### src/rtl/bcd_scan_display.sv
// Multiplexed common-anode 7-segment scanner with per-frame BCD snapshot and leading-zero blanking.
// Latency: outputs registered, 1 cycle from (cnt, slot, shadow); no backpressure, inputs sampled once per frame.
module bcd_scan_display #(
    parameter int NUM_DIGITS  = 5,
    parameter int REFRESH_DIV = 1000,
    parameter int DEAD_CYCLES = 8
) (
    input  logic                    clk,
    input  logic                    rst,
    input  logic [4*NUM_DIGITS-1:0] digits,
    input  logic [NUM_DIGITS-1:0]   dp_en,
    input  logic                    lz_en,
    output logic [NUM_DIGITS-1:0]   an,
    output logic [6:0]              seg,
    output logic                    dp,
    output logic                    frame_tick
);

    localparam int CW = $clog2(REFRESH_DIV);
    localparam int SW = $clog2(NUM_DIGITS);
    localparam logic [CW-1:0] CNT_MAX  = CW'(REFRESH_DIV - 1);
    localparam logic [CW-1:0] CNT_DEAD = CW'(DEAD_CYCLES);
    localparam logic [SW-1:0] SLOT_MAX = SW'(NUM_DIGITS - 1);

    logic [CW-1:0]                r_cnt;
    logic [SW-1:0]                r_slot;
    logic                         r_load_pending;
    logic [NUM_DIGITS-1:0][3:0]   r_sh_dig;
    logic [NUM_DIGITS-1:0]        r_sh_dp;

    logic                         w_load;
    logic                         w_blank;
    logic [3:0]                   w_digit;
    logic [NUM_DIGITS-1:0]        w_zero_from;
    logic [NUM_DIGITS-1:0]        w_an_sel;

    function automatic logic [6:0] seg_decode(input logic [3:0] d);
        case (d)
            4'd0:    seg_decode = 7'h40;
            4'd1:    seg_decode = 7'h79;
            4'd2:    seg_decode = 7'h24;
            4'd3:    seg_decode = 7'h30;
            4'd4:    seg_decode = 7'h19;
            4'd5:    seg_decode = 7'h12;
            4'd6:    seg_decode = 7'h02;
            4'd7:    seg_decode = 7'h78;
            4'd8:    seg_decode = 7'h00;
            4'd9:    seg_decode = 7'h10;
            default: seg_decode = 7'h3F;
        endcase
    endfunction

    assign w_load   = r_load_pending || ((r_cnt == CNT_MAX) && (r_slot == SLOT_MAX));
    assign w_digit  = r_sh_dig[r_slot];
    assign w_an_sel = ~(NUM_DIGITS'(1) << r_slot);

    // w_zero_from[i] is set when digits i..top are all zero; codes A..F count as non-zero.
    always_comb begin
        w_zero_from = '0;
        w_zero_from[NUM_DIGITS-1] = (r_sh_dig[NUM_DIGITS-1] == 4'h0);
        for (int i = NUM_DIGITS - 2; i >= 0; i--) begin
            w_zero_from[i] = w_zero_from[i+1] && (r_sh_dig[i] == 4'h0);
        end
    end

    assign w_blank = lz_en && (r_slot != '0) && w_zero_from[r_slot];

    always_ff @(posedge clk or negedge rst) begin
        if (!rst) begin
            r_cnt          <= '0;
            r_slot         <= '0;
            r_load_pending <= 1'b1;
            r_sh_dig       <= '0;
            r_sh_dp        <= '0;
            an             <= '1;
            seg            <= 7'h7F;
            dp             <= 1'b1;
            frame_tick     <= 1'b0;
        end else begin
            if (r_cnt == CNT_MAX) begin
                r_cnt  <= '0;
                r_slot <= (r_slot == SLOT_MAX) ? '0 : r_slot + SW'(1);
            end else begin
                r_cnt <= r_cnt + CW'(1);
            end

            r_load_pending <= 1'b0;
            frame_tick     <= w_load;
            if (w_load) begin
                r_sh_dig <= digits;
                r_sh_dp  <= dp_en;
            end

            // Ghost guard: anodes stay off at the start of every slot.
            if (r_cnt < CNT_DEAD) begin
                an  <= '1;
                seg <= 7'h7F;
                dp  <= 1'b1;
            end else begin
                an  <= w_an_sel;
                seg <= w_blank ? 7'h7F : seg_decode(w_digit);
                dp  <= ~r_sh_dp[r_slot];
            end
        end
    end

endmodule

### config.mk
export PLATFORM = sky130hd
export DESIGN_NAME = bcd_scan_display
export DESIGN_NICKNAME = d
export VERILOG_FILES = /design/src/rtl/bcd_scan_display.sv
export SDC_FILE = /design/constraint.sdc
export NUM_CORES = 1
export LEC_CHECK = 0
export BUFFER_PORTS_ARGS = -buffer_cell sky130_fd_sc_hd__buf_2
export CORE_UTILIZATION = 55
export CTS_BUF_LIST = sky130_fd_sc_hd__clkbuf_2 sky130_fd_sc_hd__clkbuf_4 sky130_fd_sc_hd__clkbuf_8
export DETAILED_ROUTE_END_ITERATION = 8
export GPL_TIMING_DRIVEN = 0
export PLACE_DENSITY_LB_ADDON = 0.12
export SLEW_MARGIN = 20
export SYNTH_ARGS = -nofsm -noshare
export SYNTH_HDL_FRONTEND = slang
export SYNTH_SLANG_ARGS = --single-unit
### constraint.sdc
create_clock -name clk -period 2.3 [get_ports clk]
set_input_delay 0.345 -clock clk [delete_from_list [all_inputs] [get_ports clk]]
set_output_delay 0.345 -clock clk [all_outputs]
set_load 0.05 [all_outputs]
Word level (Yosys, flattened, before mapping). Memories as Yosys holds them, arrays and structs flattened. Index checks and enable logic that the tools add are counted.

Bits in registers: 53. Latch bits: 0. Memory bits (writable): 0. Bits in read-only memories: 112. Output and inout port bits: 14. Logic and storage cells: 49. Memories kept: 1.

Add/sub/neg operators: 2. Multipliers: 0. Div/mod/pow operators: 0. Order comparisons: 2. Equality and inequality tests: 2. Shift operators: 1. Multiplexer cells: 12. Bitwise operators: 2. Reductions and logical operators: 14.

Memories: (no name shown) (depth 16, bits a word 7, read ports 1, clocked after Yosys merged registers in 0, write ports 0, line 38) `case (d)`.

Operators with widths (number): $logic_not A4 Y1 (5); $mux W7 (2); $bmux W4 S3 (1); $add A10 B1 Y10 const B (1); $eq A10 B10 Y1 const B (1); $lt A10 B4 Y1 const B (1); $mux W10 (1); $logic_and A1 B1 Y1 (7); $bmux W1 S3 (2); $mux W5 (1); $not A5 Y5 (1); $shl A1 B3 Y5 const A (1); $lt A3 B4 Y1 const B (1); $mux W4 (1); $add A3 B1 Y3 const B (1); $eq A3 B3 Y1 const B (1); $mux W1 (3); $mux W3 (1); $reduce_bool A3 Y1 (1); $logic_or A1 B1 Y1 (1); $not A1 Y1 (1).

Longest topological paths before layout. Gate-level depths: netlist of the first run.

Depth after elaboration: 10. Gate-level depth with buffers: 9.

Worst setup path after synthesis of the first run. OpenSTA, ideal clock, no wires.

Path type: reg-to-reg. Start point: register r_slot[2]. End point: register seg[3]. Setup time: 0.091 ns. Arrival time: 1.883 ns. Slack: 0.327 ns. Cell stages (with the launch flop): 8. Buffers on the path: 1. Path through: dfrtp_1 buf_2 mux2i_1 o22ai_1 a31oi_1 ha_1 nor3b_1 o31ai_1.

Longest elaborated chain between the ends: 5. Elaborated cells between the ends (all ways): 10. Classes of those cells: mux (6); reduce/logical (3); memory (1).

RTL lines: from (decl) (line 26) `logic [SW-1:0] r_slot;`; from (signal assigned) (line 82) `r_slot <= (r_slot == SLOT_MAX) ? '0 : r_slot + SW'(1);`; $bmux W4 S3, or another cell as far along (line 54) `assign w_digit = r_sh_dig[r_slot];`; $mux W4 (not written as such), or another cell as far along (line 54); $mem_v2 Z16 W7 / $logic_and A1 B1 Y1 (equally long branches); $mux W7 * (line 101) `seg <= w_blank ? 7'h7F : seg_decode(w_digit);`; $mux W7 * (line 95) `if (r_cnt < CNT_DEAD) begin`; to (signal assigned) (line 101); to (decl) (line 14) `output logic [6:0] seg,`.

Every way passes the cells marked *; elsewhere a longest branch is shown, timed or not. The select of a mux whose other input is x is not followed. A chain may end at the register's enable or synchronous reset.

Worst setup path after layout of the first run.
Start point: register r_slot[1]. End point: register seg[1].

Same word-level chain as after synthesis.

==> impl_metrics.py, run 1 <==
metrics = {
    "clocking": {
        "clock-sinks": 53,
        "cts_buffers": 5,
        "cts_max_level": 2,
        "path_clk_slew_ns": 0.09,
        "insertion_delay_ns": 0.30,
        "cts_tree": "built",
        "cts_root_buffer": "clkbuf_8",
        "ctsLongestPathBuffers": 2,
        "cts_setup_buffers": 0,
    },
    "sta": {
        "fin_crit_sh_pct": 95.0,
        "finalHoldViolations": 0,
        "setup_viol": 0,
        "skew_ns": 0.00928,
        "worst_slack_ns": 0.115,
        "hold_ws_ns": 0.0590,
        "layout_min_cycle_time_ns": 2.18,
        "setup_tns_ns": 0,
        "slew_violations": 0,
        "fmax_mhz": 458,
        "worst_pin_slew_ns": 0.635,
        "slew_headroom_pct": 57.7,
    },
    "final_layout": {
        "diodes": 0,
        "multi_input_area_um2": 1200,
        "synthToLayoutAreaGrowth_pct": 16.4,
        "nFillCells": 365,
        "utilization_pct": 67.8,
        "final_cell_area_um2": 3010,
        "finalNetCount": 298,
        "seqCellArea_um2": 1350,
        "finalNonFillerCells": 312,
        "drive_above_1_share_pct": 39.6,
    },
    "pwr": {
        "power_leakage_nw": 1.35,
        "ir_drop_mv": 0.365,
        "power_mw": 2.03,
        "cellPowerDensity_nw_per_um2": 675,
    },
    "worst_setup_path": {
        "reg2reg_depth": 8,
        "endpoint": "seg[1]",
        "crit_path_start_kind": "register",
        "crit_arrival_ns": 2.41,
        "rr_endpoint": "seg[1]",
        "rrSetupSlack_ns": 0.12,
        "crit_start": "r_slot[1]",
        "crit_required_ns": 2.53,
        "worstReg2RegStart": "r_slot[1]",
        "critPathKind": "register to register",
        "end_kind": "register",
        "crit_fanout": 10,
    },
    "place": {
        "dp_cells": 304,
        "numPortBuffers": 41,
        "post-dp-hpwl_um": 3240,
        "place_ws_ns": -0.0429,
        "postPlaceCellArea_um2": 2860,
        "gp_congestion": 0.798,
    },
    "logic_synthesis": {
        "ys_ff_latch": 53,
        "async_flop_share_pct": 100,
        "synth_enable_flop_cells": 0,
        "yosysMostFrequentCell": "dfrtp_1",
        "ys_seq_area_share_pct": 51.9,
        "synthDistinctLibCells": 43,
        "synth.area.top_cells": "dfrtp_1, dfstp_2, mux2_4",
        "synth_area_um2": 2590,
        "yosysTopAreaCellShare_pct": 37.7,
        "syn_inst": 211,
        "synth_ff_type": "dfrtp_1",
        "syn_nets": 250,
        "synth.top_cells.by_count": "dfrtp_1, mux2_4, nor2_1",
        "synth.largest_area_cell": "dfrtp_1",
        "yosysWarnings": 0,
        "avgSynthCellArea_um2": 12.3,
    },
    "routing": {
        "drc": 8,
        "drt_iter0_drc": 122,
        "antenna_left": 0,
        "dr_total_vias": 1752,
        "drt-total-wl_um": 4600,
        "avgRoutedWirePerCell_um": 14.8,
        "viasPerCell": 5.62,
        "first_pass_iters": 6,
    },
    "floorplan": {
        "core_um2": 4440,
        "initial_core_util_pct": 58.2,
        "die_w_um": 70.6,
        "die_h_um": 70.6,
        "io_pins": 42,
        "rows": 24,
        "die_area_um2": 4980,
    },
    "hold_path": {
        "hp-class": "input port to asynchronous set/reset pin",
    },
    "grt": {
        "grt_max_degree": 54,
        "grt_pass1_wl_um": 7790,
        "antenna_found_initial": 0,
        "grt_pass1_vias": 1667,
        "grt_usage_pct": 20.3,
        "gr-total-overflow": 0,
    },
    "job": {
        "maxCapViolations": 0,
    },
    "status": {
        "violations": "design-rule violations",
        "status": "finished with violations",
    },
}
==> sequential cells by signal (all words and copies together), names as in the netlist <==
name            count
dp                  1
frame_tick          1
seg                 7
r_cnt              10
r_slot              3
r_sh_dig           20
an                  5
r_sh_dp             5
r_load_pending      1
==> kinds of logic after synthesis <==
group	after synthesis	synth area share [%]
compound gates	32	8.32
other cells	1	0.145
xor+xnor	7	2.37
fa+ha+maj	11	5.32
flops	53	51.9
buf+inv	13	2.61
simple gates	59	11.3
mux	35	18.0
==> worst min-delay path by stage <==
stage	start	to	slack (ns)	depth (start not counted)
finish	rst	r_sh_dp[1]	0.06	1
global route	rst	r_slot[2]	0.11	1
CTS	rst	r_slot[1]	0.08	1
detailed placement	rst	r_cnt[8]	0.41	1
global placement	r_cnt[0]	r_cnt[0]	0.47	1
floorplan	rst	frame_tick	0.05	0
==> area by class of cell <==
cell class / instances / area share (%)
flip-flops and latches: 53 / 44.7
multi-input cells: 145 / 39.8
repair buffers: 41 / 6.90
clock buffers: 7 / 2.99
well taps: 52 / 2.16
plain buffers: 6 / 1.54
clock inverters: 1 / 0.997
inverters: 7 / 0.872
==> layer usage <==
layer / wire length (um) / global-route usage [%] / vias to the layer above
li1: - / - / 847
met1: 2210 / 27.9 / 855
met2: 2170 / 31.8 / 44
met3: 171 / 5.13 / 6
met4: 54 / 7.11 / 0
met5: 0 / 0 / -
==> report_power, final <==
part	internal (mW)	switching [mW]	total [mW]	leakage, nW
logic	0.136	0.188	0.324	0.674
clock network	0.367	0.283	0.650	0.0619
registers	1.02	0.0424	1.06	0.614
==> worst max-delay path: stages, from the launching register on <==
cell      delay, ns
dfrtp_2        0.43
buf_4          0.21
inv_1          0.11
ha_2           0.25
nor4_1         0.29
o211ai_1       0.13
o32ai_1        0.33
a31oi_2        0.22
o21ai_0        0.14
==> layout by cell type (no fill, tap or decap), types with 4 or more instances in the layout <==
master	instances
mux2_4	19
dfrtp_1	37
nand2_1	13
dfstp_2	14
a21oi_1	6
inv_1	7
xor2_1	4
ha_1	10
nor4_1	6
mux2_2	6
clkbuf_8	6
buf_2	41
nand3_1	8
o21ai_0	8
nor3_1	6
mux2i_1	9
nor2_1	15
==> what timing repair did <==
item / CTS / global route
pin swaps: 0 / 0
resized for setup: 2 / 6
endpoints found under the setup margin: 7 / 7
hold buffers: 0 / 0
endpoints found under the hold margin: 0 / 0
No activity file was read; power rests on OpenSTA's default activity.
==> run 2, diff against run 1 <==
--- a/config.mk
+++ b/config.mk
@@ -5,6 +5,7 @@
 export SDC_FILE = /design/constraint.sdc
 export NUM_CORES = 1
 export LEC_CHECK = 0
+export ABC_AREA = 1
 export BUFFER_PORTS_ARGS = -buffer_cell sky130_fd_sc_hd__buf_2
 export CORE_UTILIZATION = 55
 export CTS_BUF_LIST = sky130_fd_sc_hd__clkbuf_2 sky130_fd_sc_hd__clkbuf_4 sky130_fd_sc_hd__clkbuf_8
==> impl_metrics.py, run 2 <==
metrics = {
    "sta": {
        "fmax_mhz": 521,
        "worst_pin_slew_ns": 0.636,
        "slew_headroom_pct": 57.6,
        "layout_min_cycle_time_ns": 1.92,
        "setup_tns_ns": 0,
        "slew_violations": 0,
        "skew_ns": 0.00931,
        "finalHoldViolations": 0,
        "setup_viol": 0,
        "fin_crit_sh_pct": 83.4,
        "rsz0062_at_grt": "no",
    },
    "logic_synthesis": {
        "synth.top_cells.by_count": "nand2_1, nand3_1, dfrtp_1",
        "synth_area_um2": 2720,
        "ys_seq_area_share_pct": 49.5,
        "synthDistinctLibCells": 29,
        "synth_enable_flop_cells": 0,
        "synth.area.top_cells": "dfrtp_1, nand2_1, dfstp_2",
        "syn_nets": 370,
        "yosysMostFrequentCell": "nand2_1",
        "yosysTopAreaCellShare_pct": 35.9,
        "syn_inst": 331,
        "synth_ff_type": "dfrtp_1",
        "avgSynthCellArea_um2": 8.20,
        "async_flop_share_pct": 100,
        "synth.largest_area_cell": "dfrtp_1",
        "ys_ff_latch": 53,
        "yosysWarnings": 0,
    },
    "worst_setup_path": {
        "max_stage_delay_ns": 0.45,
        "path_cells": "inv_2, buf_2, nand2_1, nand3_1, nand2_1, nand2_1, nand2_1, inv_1, ha_1, nand3b_1, nand3_1, nand3_1",
        "critPathKind": "register to register",
        "crit_path_start_kind": "register",
        "crit_cells": 12,
        "crit_fanout": 11,
        "cp_common_cell": "nand2_1",
        "cp_num_buf_inv": 3,
        "crit_arrival_ns": 2.14,
        "cp_top_family": "simple AND/OR/NAND/NOR gates",
        "worstReg2RegStart": "r_slot[0]",
        "critPathSlowestCell": "dfrtp_1",
        "crit_start": "r_slot[0]",
        "end_kind": "register",
        "reg2reg_depth": 12,
        "crit_required_ns": 2.52,
    },
    "floorplan": {
        "core_um2": 4720,
        "initial_core_util_pct": 57.5,
        "io_pins": 42,
        "die_area_um2": 5220,
        "die_h_um": 72.3,
        "rows": 25,
        "die_w_um": 72.3,
    },
    "routing": {
        "avgRoutedWirePerCell_um": 11.6,
        "antenna_left": 0,
        "drt_iter0_drc": 111,
        "dr_total_vias": 2216,
        "viasPerCell": 4.96,
        "drc": 0,
        "drt-total-wl_um": 5170,
        "first_pass_iters": 4,
    },
    "clocking": {
        "clock-sinks": 53,
        "cts_setup_buffers": 0,
        "cts_tree": "built",
        "ctsLongestPathBuffers": 2,
        "hold_buffers": 0,
        "cts_max_level": 2,
        "path_clk_slew_ns": 0.09,
        "cts_resized": 0,
        "cts_buffers": 5,
        "insertion_delay_ns": 0.30,
        "cts_root_buffer": "clkbuf_8",
    },
    "place": {
        "numPortBuffers": 41,
        "gp_congestion": 0.930,
        "postPlaceCellArea_um2": 3010,
        "post-dp-hpwl_um": 3860,
    },
    "pwr": {
        "ir_drop_mv": 0.367,
        "cellPowerDensity_nw_per_um2": 605,
        "power_leakage_nw": 1.65,
        "power_mw": 1.88,
    },
    "final_layout": {
        "top_register": "r_sh_dig",
        "nFillCells": 411,
        "drive_above_1_share_pct": 23.4,
        "synthToLayoutAreaGrowth_pct": 14.1,
        "layout_common_cells": "nand2_1, nand3_1, buf_2",
        "final_cell_area_um2": 3100,
        "layout_commonest_cell": "nand2_1",
        "largest_reg_flops": 20,
        "diodes": 0,
        "finalNetCount": 418,
        "reg.largest.list": "r_sh_dig x20, r_cnt x10, seg x7",
    },
    "status": {
        "status": "finished, final reports clean",
    },
    "grt": {
        "grt_usage_pct": 22.0,
        "grt_pass1_wl_um": 9010,
        "antenna_found_initial": 0,
        "grt_max_degree": 54,
        "gr-total-overflow": 0,
        "grt_pass1_vias": 2038,
    },
    "job": {
        "maxCapViolations": 0,
    },
    "hold_path": {
        "hp-class": "input port to asynchronous set/reset pin",
    },
}
[run 2: metrics by stage]
stage	worst slack, ns	hold WS [ns]	cells	utilization, %
after global routing	0.241	0.115	447	65.6
after floorplan	0.705	0.0494	331	-
after global placement	0.451	0.452	439	63.6
final	0.382	0.0614	447	65.6
after detailed placement	0.415	0.421	439	63.7
after CTS	0.380	0.0928	447	65.6
[run 2: kinds of logic after synthesis]
kind of cell             share of synthesized area [%]
AO/OA/AOI/OAI                                     3.46
flip-flops                                        49.5
other                                            0.138
buffers and inverters                             5.99
AND/OR/NAND/NOR                                   35.9
adder cells (fa/ha/maj)                           5.07
[run 2: worst paths after layout]
kind	slack, ns	to
setup reg to reg	0.38	seg[5]
hold / removal	0.06	r_cnt[8]
min in group clk	0.23	r_sh_dig[19]
max in group asynchronous	1.81	r_sh_dig[11]
hold reg to reg	0.47	r_cnt[0]
setup / recovery	0.38	seg[5]
[run 2: final cells by class]
type	instances	area, um2	area share, %
Tap cell	67	83.8	2.71
Buffer	10	75.1	2.42
Timing Repair Buffer	41	208	6.70
Sequential cell	53	1340	43.4
Clock buffer	8	91.3	2.95
Multi-Input combinational cell	245	1210	39.0
Inverter	23	87.6	2.83
[run 2: worst register-to-register path: stages, from the launching register on]
cell and delay, ns:
dfrtp_1 0.45, inv_2 0.07, buf_2 0.20, nand2_1 0.08, nand3_1 0.07, nand2_1 0.09, nand2_1 0.05, nand2_1 0.17
inv_1 0.12, ha_1 0.21, nand3b_1 0.17, nand3_1 0.09, nand3_1 0.07
[run 2: routing by layer]
| layer | share of wire [%] | track usage, % |
|---|---|---|
| met5 | 0 | 0 |
| met4 | 1.0 | 5.23 |
| met3 | 2.9 | 4.17 |
| met2 | 46 | 36.2 |
| met1 | 50 | 30.3 |
[run 2: power by group]
group | switching (mW) | internal [mW] | leakage, nW
clock | 0.276 | 0.252 | 0.0498
sequential | 0.0382 | 1.01 | 0.629
combinational | 0.204 | 0.0971 | 0.974
total | 0.518 | 1.36 | 1.65
